--- src/rtl/if_queue_pkg.sv ---
// Shared core constants: datapath width, the canonical NOP, and the
// default instruction-queue depth, plus the queue entry layout.
package if_queue_pkg;

    localparam int                CORE_XLEN     = 32;
    localparam logic [31:0]       CORE_NOP_INST = 32'h0000_0013;  // addi x0, x0, 0
    localparam int                IQ_DEPTH      = 4;

    // One queued fetch: PC in the upper half, instruction word in the lower.
    typedef struct packed {
        logic [CORE_XLEN-1:0] pc;
        logic [CORE_XLEN-1:0] inst;
    } iq_entry_t;

endpackage

--- src/rtl/if_queue.sv ---
// Fetch-to-decode instruction queue. A circular buffer decouples the
// fetch stage from decode; a branch redirect empties it in one edge.
// Full/valid flags are decoded from registered count only, so the fetch
// stall never depends combinationally on decode's id_ready.
module if_queue
    import if_queue_pkg::*;
#(
    parameter int                   DEPTH    = IQ_DEPTH,
    parameter logic [CORE_XLEN-1:0] NOP_INST = CORE_NOP_INST
) (
    input  logic                 clk,
    input  logic                 rst,
    input  logic [CORE_XLEN-1:0] if_inst,
    input  logic [CORE_XLEN-1:0] if_pc,
    input  logic                 br_ctrl,
    input  logic                 id_ready,
    output logic                 pc_stall,
    output logic [CORE_XLEN-1:0] id_inst,
    output logic [CORE_XLEN-1:0] id_pc,
    output logic                 id_valid
);

    localparam int            PW       = (DEPTH > 1) ? $clog2(DEPTH) : 1;
    localparam logic [PW-1:0] PTR_ONE  = PW'(1);
    localparam logic [PW:0]   CNT_ONE  = (PW+1)'(1);
    localparam logic [PW:0]   CNT_FULL = (PW+1)'(DEPTH);

    iq_entry_t     mem [DEPTH];
    logic [PW-1:0] wr_ptr;
    logic [PW-1:0] rd_ptr;
    logic [PW:0]   count;
    logic          push;
    logic          pop;

    // Flags come straight off count. Because push is gated by pc_stall,
    // a full queue can only pop, and the stall clears on the next cycle.
    always_comb begin
        pc_stall = (count == CNT_FULL);
        id_valid = (count != '0);
        push     = !pc_stall && !br_ctrl;
        pop      = id_valid && id_ready && !br_ctrl;
    end

    // Head presentation: a NOP bubble with PC 0 whenever nothing is queued.
    always_comb begin
        id_inst = NOP_INST;
        id_pc   = '0;
        if (id_valid) begin
            id_inst = mem[rd_ptr].inst;
            id_pc   = mem[rd_ptr].pc;
        end
    end

    // Pointer/count state: reset beats flush, flush beats push/pop.
    always_ff @(posedge clk) begin
        if (!rst) begin
            wr_ptr <= '0;
            rd_ptr <= '0;
            count  <= '0;
        end else if (br_ctrl) begin
            wr_ptr <= '0;
            rd_ptr <= '0;
            count  <= '0;
        end else begin
            if (push) wr_ptr <= wr_ptr + PTR_ONE;
            if (pop)  rd_ptr <= rd_ptr + PTR_ONE;
            unique case ({push, pop})
                2'b10:   count <= count + CNT_ONE;
                2'b01:   count <= count - CNT_ONE;
                default: count <= count;
            endcase
        end
    end

    // Entry storage is not reset; stale contents are masked by count.
    // Pushes are suppressed during reset so nothing lands mid-reset.
    always_ff @(posedge clk) begin
        if (rst && push) begin
            mem[wr_ptr] <= '{pc: if_pc, inst: if_inst};
        end
    end

endmodule

--- config.mk ---
export PLATFORM = sky130hd
export DESIGN_NAME = if_queue
export DESIGN_NICKNAME = d
export VERILOG_FILES = /design/src/rtl/if_queue_pkg.sv /design/src/rtl/if_queue.sv
export SDC_FILE = /design/constraint.sdc
export NUM_CORES = 1
export LEC_CHECK = 0
export CORE_ASPECT_RATIO = 1.25
export CORE_MARGIN = 3
export CORE_UTILIZATION = 49
export CTS_CLUSTER_SIZE = 16
export DETAILED_ROUTE_END_ITERATION = 12
export PLACE_DENSITY = 0.76
export SYNTH_ARGS = -nofsm -noshare
export SYNTH_HDL_FRONTEND = slang
export SYNTH_SLANG_ARGS = --single-unit
export TNS_END_PERCENT = 100
--- constraint.sdc ---
create_clock -name clk -period 3.1 [get_ports clk]
set_input_delay 0.775 -clock clk [delete_from_list [all_inputs] [get_ports clk]]
set_output_delay 0.775 -clock clk [all_outputs]
set_load 0.02 [all_outputs]
==> summary.txt, run 1 <==
Setup path
  • Crit path DAT: 2.20 ns
  • Crit path buffers/inverters: 2
  • Required time of the critical path: 2.32 ns
  • Setup CP Type: flop to primary output
  • Crit Path Max Fanout: 5
  • CP max stage delay: 0.56 ns
  • Worst-path cell chain: buf_4, mux4_1, or2_1, dlygate4sd2_1
  • CP startpoint kind: flop
  • Delay-heaviest family, CP: multiplexers
  • Levels on crit path: 4
  • Crit. End Element: primary output
  • Reg2Reg Depth: 5
  • Slowest stage cell, crit path: mux4_1

Layout
  • Leading cell type in the layout, fill and taps excluded: edfxtp_1
  • Final Core Density: 62.7%
  • Most frequent cells in the layout: 256 x edfxtp_1, 69 x clkdlybuf4s50_1, 64 x dlygate4sd2_1
  • Layout cells sized above 1: 20.3%
  • FILL cells: 1447
  • Layout area overhead: 24.6%
  • Final nets: 692
  • Final instance area: 12700 um^2
  • # diodes: 0

Power and ir drop
  • LEAKAGE: 4.34 nW
  • Share of total power in the clock network: 39.2%
  • Combinational fraction of design power: 6.1%
  • Sw Share: 19.8%
  • Worst VDD drop: 443 uV
  • Internal power: 5.89 mW
  • Sequential power share: 54.7%
  • Power Dens Cells: 577 nW/um^2
  • Switch Pwr: 1.45 mW
  • Tot Pwr: 7.34 mW

Place
  • Post-DP HPWL: 11800 um
  • I/O Buffers: 133
  • GPL Wtd Cong: 0.707
  • Placed Area: 12000 um^2

Yosys
  • Area contributors post-synth: edfxtp_1 75%, mux4_2 13%, and2_1 4.0%
  • Synth Area in Simple Gates: 5.21%
  • Mux cell area share after synthesis: 14.5%
  • Seq cells post-synth: 265
  • Synth warn: 0
  • Syn avg cell area: 22.3 um^2
  • Async SR Flop Fraction: 0%
  • XOR/XNOR Fraction of Synth Area: 0.343%
  • Synth top area share: 75.2%
  • Synth cell types: 27
  • Synth area leader: edfxtp_1
  • Post-synth top flop: edfxtp_1
  • Syn Std Cell Area: 10200 um^2
  • Syn Inst Count: 459
  • Compound-Gate Fraction of Synth Area: 0.269%
  • Seq/Total Area, Yosys: 77.0%
  • Post-synth EDFFs: 256
  • Synth Area in Adders: 0.612%
  • Largest family of logic cells by synthesized area: multiplexers
  • Syn Nets: 532

Detailed routing
  • Via density: 5.30
  • # DRC: 0
  • Vias: 4804
  • DRT iter0 DRCs: 255
  • Drt wl/cell: 20.7 um
  • Routed WL: 18700 um
  • DRT Pass-1 Iters: 4
  • DRT antenna net count: 0

STA
  • Count of pins over their slew limit: 0
  • Part of the cycle the worst path needs: 96.0%
  • Final Hold Viols: 0
  • RSZ-0062 raised after global routing: false
  • Clock Skews: 0.00780 ns
  • Min Hold Slack: 0.502 ns
  • Worst-margin pin slew: 0.396 ns
  • Worst slew margin: 73.5%
  • Tmin final: 2.98 ns
  • Final setup violation count: 0
  • Fmax: 336 MHz
  • Fin Setup TNS: 0 ns

Clocking
  • TritonCTS buffer count: 24
  • Clock-pin slew on the worst setup and hold paths: 0.06 ns
  • CTS tree: yes
  • Clk_lat worst skew: 0.51 ns
  • H-tree levels: 1
  • CTS sink count: 265
  • CTS max path bufs: 3
  • Hold_buf cts: 0
  • Clock tree root buffer cell: clkbuf_16

GRT
  • Number of global-route vias before repair: 5250
  • Initial antenna violation count: 1
  • GRT Overall Usage: 16.8%
  • Total gr overflow: 0
  • Global-route wire length before repair: 29300 um
  • Largest net degree at the start of global routing: 44

Floorplanning
  • Core area: 20300 um^2
  • Cell Rows: 58
  • Initial Util: 50.3%
  • Die Wd: 135 um
  • Top-level I/O count: 134
  • Die Y: 167 um
  • Die ar.: 22600 um^2

Outcome
  • Status: completed

Hold path
  • Hold Path Cell Cnt: 2
  • HP Class: flop to flop

Flow run
  • # Max-Cap Violations: 0
==> synth_stat cells (all sizes together) (3+ instances only) <==
| library cell | number |
|---|---|
| buf | 14 |
| mux4 | 64 |
| or2 | 4 |
| edfxtp | 256 |
| clkbuf | 8 |
| nand2 | 3 |
| mux2i | 3 |
| nor2 | 8 |
| inv | 3 |
| dfxtp | 9 |
| and2 | 65 |
| ha | 5 |
==> repair_timing <==
action,in CTS,in global routing
setup buffers,4,0
resized for setup,65,0
setup endpoints to repair,64,0
==> flip-flops by register name (all words and copies together), names as in the netlist, named ones only <==
| signal | count |
|---|---|
| rd_ptr | 2 |
| mem | 256 |
| wr_ptr | 2 |
| count | 3 |
==> power by group through the flow <==
stage / Combinational (mW) / Sequential, mW / Clock [mW]
after floorplan: 0.217 / 4.09 / 0
after global placement: 0.466 / 4.09 / 0
after detailed placement: 0.478 / 4.10 / 0
after CTS: 0.455 / 4.02 / 2.95
after global routing: 0.481 / 4.02 / 3.11
final: 0.446 / 4.01 / 2.88
==> logic make-up after synthesis <==
family	count (synthesis)
buf+inv	25
mux	67
xor+xnor	4
compound gates	5
flops	265
simple gates	88
fa+ha+maj	5
==> layout make-up <==
cell class	count	area, um^2	share of cell area (%)
Sequential cell	265	7880	61.8
Multi-Input combinational cell	169	2150	16.9
Timing Repair Buffer	156	1570	12.4
Clock buffer	32	662	5.20
Tap cell	270	338	2.65
Clock inverter	12	119	0.933
Inverter	3	11.3	0.0884
==> worst paths after layout <==
path / from / end / slack [ns]
min: rd_ptr[1] / flop / 0.50
min reg2reg: rd_ptr[1] / flop / 0.50
max reg2reg: count[0] / count[1] / 1.23
max: flop / id_inst[1] / 0.12
==> layer usage <==
| layer | GRT usage, % | vias up | wire length, um |
|---|---|---|---|
| met5 | 0 | - | 13 |
| met4 | 3.90 | 2 | 325 |
| met3 | 3.73 | 29 | 1160 |
| met2 | 28.6 | 141 | 9520 |
| met1 | 22.3 | 2455 | 7710 |
| li1 | - | 2177 | - |
==> per-stage QoR <==
| stage | instances | setup slack, ns |
|---|---|---|
| 3_5_place_dp | 859 | 0.268 |
| 2_1_floorplan | 459 | 0.624 |
| 6_report | 907 | 0.123 |
| 3_3_place_gp | 859 | 0.286 |
| 5_1_grt | 907 | 0.0292 |
| 4_1_cts | 907 | 0.0948 |
==> worst register-to-register path: stages (launching register included) <==
cell,delay (ns)
dfxtp_1,0.48
nor3b_2,0.14
or2_2,0.30
ha_1,0.35
or3_1,0.37
a21oi_1,0.15
No activity file was read; power rests on OpenSTA's default activity.
==> inputs of run 2 (changes only) <==
- CORE_MARGIN: 3 -> default
- SLEW_MARGIN: default -> 40
==> summary.txt, run 2 (synthesized netlist as in run 1, its figures left out) <==
Power and ir drop
  • Internal power: 6.15 mW (+4.4%)
  • Switch Pwr: 1.49 mW (+2.6%)
  • Share of total power in the clock network: 41.4% (+2.2 points)
  • Power Dens Cells: 584 nW/um^2 (+1.3%)
  • Combinational fraction of design power: 6.0% (about the same)
  • Sw Share: 19.5% (-0.28 points)
  • LEAKAGE: 4.57 nW (+5.2%)
  • Worst VDD drop: 516 uV (+16%)
  • Sequential power share: 52.6% (-2.1 points)
  • Tot Pwr: 7.64 mW (+4.1%)

Detailed routing
  • Vias: 4904 (+2.1%)
  • DRT iter0 DRCs: 238 (-6.7%)
  • DRT Pass-1 Iters: 4 (unchanged)
  • DRT antenna net count: 0 (unchanged)
  • Via density: 5.30 (about the same)
  • Routed WL: 19000 um (+1.6%)
  • # DRC: 0 (unchanged)
  • Drt wl/cell: 20.5 um (-0.52%)

Floorplanning
  • Top-level I/O count: 134 (unchanged)
  • Die Y: 163 um (-2.4%)
  • Die ar.: 21400 um^2 (-5.3%)
  • Cell Rows: 58 (unchanged)
  • Die Wd: 131 um (-3.0%)
  • Initial Util: 50.3% (unchanged)
  • Core area: 20300 um^2 (unchanged)

Clocking
  • Clock tree root buffer cell: clkbuf_16
  • CTS tree: yes
  • CTS sink count: 265 (unchanged)
  • Clk_lat worst skew: 0.51 ns (about the same)
  • CTS max path bufs: 3 (unchanged)
  • H-tree levels: 1 (unchanged)
  • TritonCTS buffer count: 26 (+8.3%)
  • Clock-pin slew on the worst setup and hold paths: 0.06 ns (about the same)

STA
  • Fmax: 328 MHz (-2.3%)
  • Part of the cycle the worst path needs: 98.3% (+2.2 points)
  • Worst slew margin: 72.5% (-1.0 points)
  • Min Hold Slack: 0.484 ns (-0.0183 ns)
  • RSZ-0062 raised after global routing: true
  • Clock Skews: 0.00695 ns (-0.000857 ns)
  • Tmin final: 3.05 ns (+0.0689 ns)
  • Worst-margin pin slew: 0.411 ns (+0.0154 ns)
  • Final setup violation count: 0 (unchanged)
  • Count of pins over their slew limit: 0 (unchanged)
  • Final Hold Viols: 0 (unchanged)

GRT
  • Global-route wire length before repair: 30000 um (+2.6%)
  • Total gr overflow: 0 (unchanged)
  • GRT Overall Usage: 18.4% (+1.6 points)
  • Number of global-route vias before repair: 5570 (+6.1%)
  • Largest net degree at the start of global routing: 36 (-18%)
  • Initial antenna violation count: 1 (unchanged)

Setup path
  • Slowest stage cell, crit path: mux4_2
  • CP startpoint kind: flop
  • Crit path DAT: 2.27 ns (+0.07 ns)
  • Required time of the critical path: 2.32 ns (about the same)
  • FF-to-FF End: count[2]
  • CP max stage delay: 0.47 ns (-0.09 ns)
  • Setup CP Type: flop to primary output
  • R2R Setup Slk: 1.26 ns (+0.03 ns)
  • CP Capture Point: id_pc[25]
  • Reg2Reg Depth: 6 (+1)
  • Crit. End Element: primary output
  • Reg2reg start: count[0]
  • Worst-path cell chain: buf_12, buf_16, buf_4, mux4_2, and2_1, clkdlybuf4s15_1
  • Crit Path Max Fanout: 13 (+8)

Place
  • I/O Buffers: 133 (unchanged)
  • Placed Area: 12100 um^2 (+0.54%)
  • GPL Wtd Cong: 0.717 (+1.4%)
  • Post-DP HPWL: 11800 um (-0.13%)

Layout
  • Most frequent cells in the layout: 256 x edfxtp_1, 69 x clkdlybuf4s50_1, 61 x and2_1
  • Layout cells sized above 1: 23.3% (+3.1 points)
  • Leading cell type in the layout, fill and taps excluded: edfxtp_1
  • Final instance area: 13100 um^2 (+2.7%)
  • Final nets: 709 (+2.5%)
  • Largest register FFs: 256 (unchanged)
  • Largest regs: mem x256, count x3
  • Top reg by flops: mem
  • Layout area overhead: 28.0%
  • # diodes: 0 (unchanged)

Flow run
  • # Max-Cap Violations: 0 (unchanged)

Outcome
  • Status: completed

Hold path
  • HP Class: flop to flop
## run 2: changes by cell type in the layout (fill, tap and decap cells not counted), moves of 2 or more
cell / before / now
buf_4: 11 / 18
clkdlybuf4s15_1: 0 / 3
clkbuf_16: 25 / 27
clkinv_1: 2 / 4
clkdlybuf4s15_2: 0 / 6
bufinv_16: 2 / 4
buf_12: 12 / 14
buf_8: 0 / 3
dlymetal6s2s_1: 0 / 8
dlygate4sd2_1: 64 / 47
buf_16: 0 / 2
clkinv_2: 4 / 6
## run 2: worst max-delay path: cells and delay by family (launching register included)
kind | cells | cell delay [ns]
simple gates | 1 | 0.19
mux | 1 | 0.47
buf+inv | 4 | 0.71
flops | 1 | 0.39
## run 2: area by class of cell
type / instances / area, um^2
sequential: 265 / 7880
fill: 1389 / 7240
multi-input combinational: 169 / 2150
timing repair buffer: 171 / 1830
clock buffer: 32 / 694
tap: 270 / 338
clock inverter: 16 / 180
inverter: 3 / 11.3
## run 2: stage by stage
stage               std cells  setup WS (ns)  util [%]  TNS, ns
CTS                       913         -0.127      63.6   -0.958
floorplan                 459          0.624         -        0
global route              926        -0.0126      64.4  -0.0214
detailed placement        861          0.232      59.3        0
global placement          861          0.278      59.3        0
finish                    926         0.0542      64.4        0
## run 2: worst min path at each step
stage | start | to | slack, ns | cells past startpoint
6_report | rd_ptr[1] | flop | 0.48 | 2
5_1_grt | rd_ptr[1] | flop | 0.52 | 2
4_1_cts | rd_ptr[1] | flop | 0.49 | 2
3_5_place_dp | rd_ptr[1] | flop | 0.48 | 2
3_3_place_gp | rd_ptr[1] | flop | 0.46 | 2
2_1_floorplan | rd_ptr[1] | flop | 0.46 | 2
## run 2: power groups by stage
| stage | registers (mW) | clock network [mW] | logic [mW] |
|---|---|---|---|
| 2_1_floorplan | 4.09 | 0 | 0.217 |
| 3_3_place_gp | 4.09 | 0 | 0.468 |
| 3_5_place_dp | 4.09 | 0 | 0.480 |
| 4_1_cts | 4.02 | 3.22 | 0.461 |
| 5_1_grt | 4.02 | 3.36 | 0.492 |
| 6_report | 4.02 | 3.17 | 0.457 |
## run 2: what timing repair did
item / 4_1_cts / 5_1_grt
gates cloned: 0 / 0
hold buffers: 0 / 0
gates resized for setup: 74 / 14
endpoints found under the setup margin: 62 / 22
setup buffers: 4 / 13
pin swaps: 0 / 0
## run 2: layer usage
layer / share of wire, % / global-route usage (%) / wire length (um)
met5: 0.084 / 0 / 16
met1: 41 / 22.9 / 7810
met4: 1.7 / 4.81 / 314
met2: 52 / 33.5 / 9980
met3: 4.7 / 2.98 / 896
==> inputs of run 3 (changes only) <==
- CORE_MARGIN: default -> 1.5
- CORE_UTILIZATION: 49 -> 59
- PLACE_DENSITY: 0.76 -> 0.86
- clock period: 3.1 -> 3.8 ns (I/O delays scaled with it)
==> summary.txt, run 3 (synthesized netlist as in run 1, its figures left out) <==
Setup path
  • Required time of the critical path: 2.85 ns (+0.53 ns)
  • Reg2reg start: count[0]
  • Crit Path Max Fanout: 23 (+10)
  • Crit path DAT: 2.60 ns (+0.33 ns)
  • Worst-path cell chain: buf_12, mux4_1, or2_1, clkdlybuf4s50_1
  • Setup CP Type: flop to primary output
  • Slowest stage cell, crit path: dfxtp_2
  • CP Capture Point: id_inst[4]
  • Reg2Reg Depth: 4 (-2)
  • Levels on crit path: 4 (-2)
  • CP startpoint kind: flop
  • FF-to-FF End: mem[0][63]
  • Delay-heaviest family, CP: buffers and inverters
  • Crit. End Element: primary output
  • CP max stage delay: 0.74 ns (+0.27 ns)
  • R2R Setup Slk: 1.78 ns (+0.52 ns)
  • Crit path buffers/inverters: 2 (-2)

Detailed routing
  • Routed WL: 18900 um (-0.47%)
  • Drt wl/cell: 22.2 um (+8.3%)
  • # DRC: 0 (unchanged)
  • DRT iter0 DRCs: 315 (+32%)
  • DRT Pass-1 Iters: 5 (+1)
  • Via density: 5.79 (+9.3%)
  • Vias: 4926 (+0.45%)
  • DRT antenna net count: 0 (unchanged)

Clocking
  • Clk_lat worst skew: 0.50 ns (about the same)
  • Setup repair bufs after CTS: 0 (-4)
  • H-tree levels: 1 (unchanged)
  • CTS resizes: 0 (-100%)
  • Hold_buf cts: 0 (unchanged)
  • Clock tree root buffer cell: clkbuf_16
  • CTS max path bufs: 3 (unchanged)
  • TritonCTS buffer count: 24 (-7.7%)
  • CTS sink count: 265 (unchanged)
  • CTS tree: yes
  • Clock-pin slew on the worst setup and hold paths: 0.06 ns (about the same)

Layout
  • Largest register FFs: 256 (unchanged)
  • Final nets: 686 (-3.2%)
  • Final Core Density: 74.8% (+10 points)
  • Top reg by flops: mem
  • Layout area overhead: 23.7%
  • Layout cells sized above 1: 19.2% (-4.1 points)
  • Fin cells: 851 (-8.1%)
  • Leading cell type in the layout, fill and taps excluded: edfxtp_1
  • Largest regs: mem x256, count x3
  • Most frequent cells in the layout: 256 x edfxtp_1, 133 x clkdlybuf4s50_1, 61 x and2_1

STA
  • Tmin final: 3.55 ns
  • Part of the cycle the worst path needs: 93.4%
  • Worst-margin pin slew: 0.634 ns (+0.223 ns)
  • Final setup violation count: 0 (unchanged)
  • Count of pins over their slew limit: 0 (unchanged)
  • Fin Setup TNS: 0 ns (unchanged)
  • Clock Skews: 0.00562 ns (-0.00133 ns)
  • Worst slew margin: 57.8% (-15 points)
  • RSZ-0062 raised after global routing: false
  • Final Hold Viols: 0 (unchanged)
  • Fmax: 282 MHz

Place
  • GPL Wtd Cong: 0.723 (+0.86%)
  • I/O Buffers: 133 (unchanged)
  • Placed cells: 806 (-6.4%)
  • Post-DP HPWL: 11700 um (-0.12%)

Power and ir drop
  • Tot Pwr: 5.97 mW (-22%)
  • Worst VDD drop: 454 uV (-12%)
  • LEAKAGE: 4.03 nW (-12%)
  • Power Dens Cells: 473 nW/um^2 (-19%)

Floorplanning
  • Die ar.: 18100 um^2 (-15%)
  • Top-level I/O count: 134 (unchanged)
  • Core area: 16900 um^2 (-17%)
  • Cell Rows: 53 (-8.6%)
  • Die Y: 150 um (-8.1%)
  • Die Wd: 121 um (-8.0%)
  • Initial Util: 60.4% (+10 points)

GRT
  • GRT Overall Usage: 21.4% (+3.0 points)
  • Largest net degree at the start of global routing: 39 (+8.3%)
  • Initial antenna violation count: 0 (-1)
  • Global-route wire length before repair: 29000 um (-3.3%)
  • Total gr overflow: 0 (unchanged)
  • Number of global-route vias before repair: 5305 (-4.8%)

Hold path
  • HP Class: flop to flop

Outcome
  • Status: completed

Flow run
  • # Max-Cap Violations: 0 (unchanged)
-- run 3: metrics by stage --
stage	worst slack (ns)	instance area (um^2)	hold slack, ns
6_report	0.251	12600	0.499
5_1_grt	0.0917	12600	0.539
4_1_cts	0.0542	12600	0.500
3_5_place_dp	0.593	11900	0.494
3_3_place_gp	0.614	11900	0.460
2_1_floorplan	0.449	10200	0.459
-- run 3: worst min path at each step --
stage | start | to | cells after the start
2_1_floorplan | rd_ptr[1] | flop | 2
6_report | rd_ptr[1] | flop | 2
5_1_grt | rd_ptr[1] | flop | 2
4_1_cts | rd_ptr[1] | flop | 2
3_5_place_dp | rd_ptr[1] | flop | 2
3_3_place_gp | rd_ptr[1] | flop | 2
-- run 3: worst reg2reg max path, delay by kind of cell, from the launching register on --
kind | cells | cell delay [ns]
AND/OR/NAND/NOR | 3 | 0.97
flip-flops | 1 | 0.49
buffers and inverters | 1 | 0.26
-- run 3: power by group --
group / switching [mW] / internal (mW)
combinational: 0.186 / 0.201
clock: 0.976 / 1.33
sequential: 0.0174 / 3.26
total: 1.18 / 4.80
-- run 3: per-layer routing --
layer,global-route usage (%),routed length [um],vias to the layer above
met3,3.48,932,39
met1,27.1,7370,2565
met4,7.65,480,0
li1,-,-,2160
met5,0,0,-
met2,37.7,10200,162
-- run 3: cell type report --
class	count	area [um^2]
flip-flops and latches	265	7870
diodes	1	2.50
clock inverters	15	125
multi-input cells	169	2150
inverters	3	11.3
clock buffers	28	637
fillers	946	4270
well taps	220	275
repair buffers	150	1570
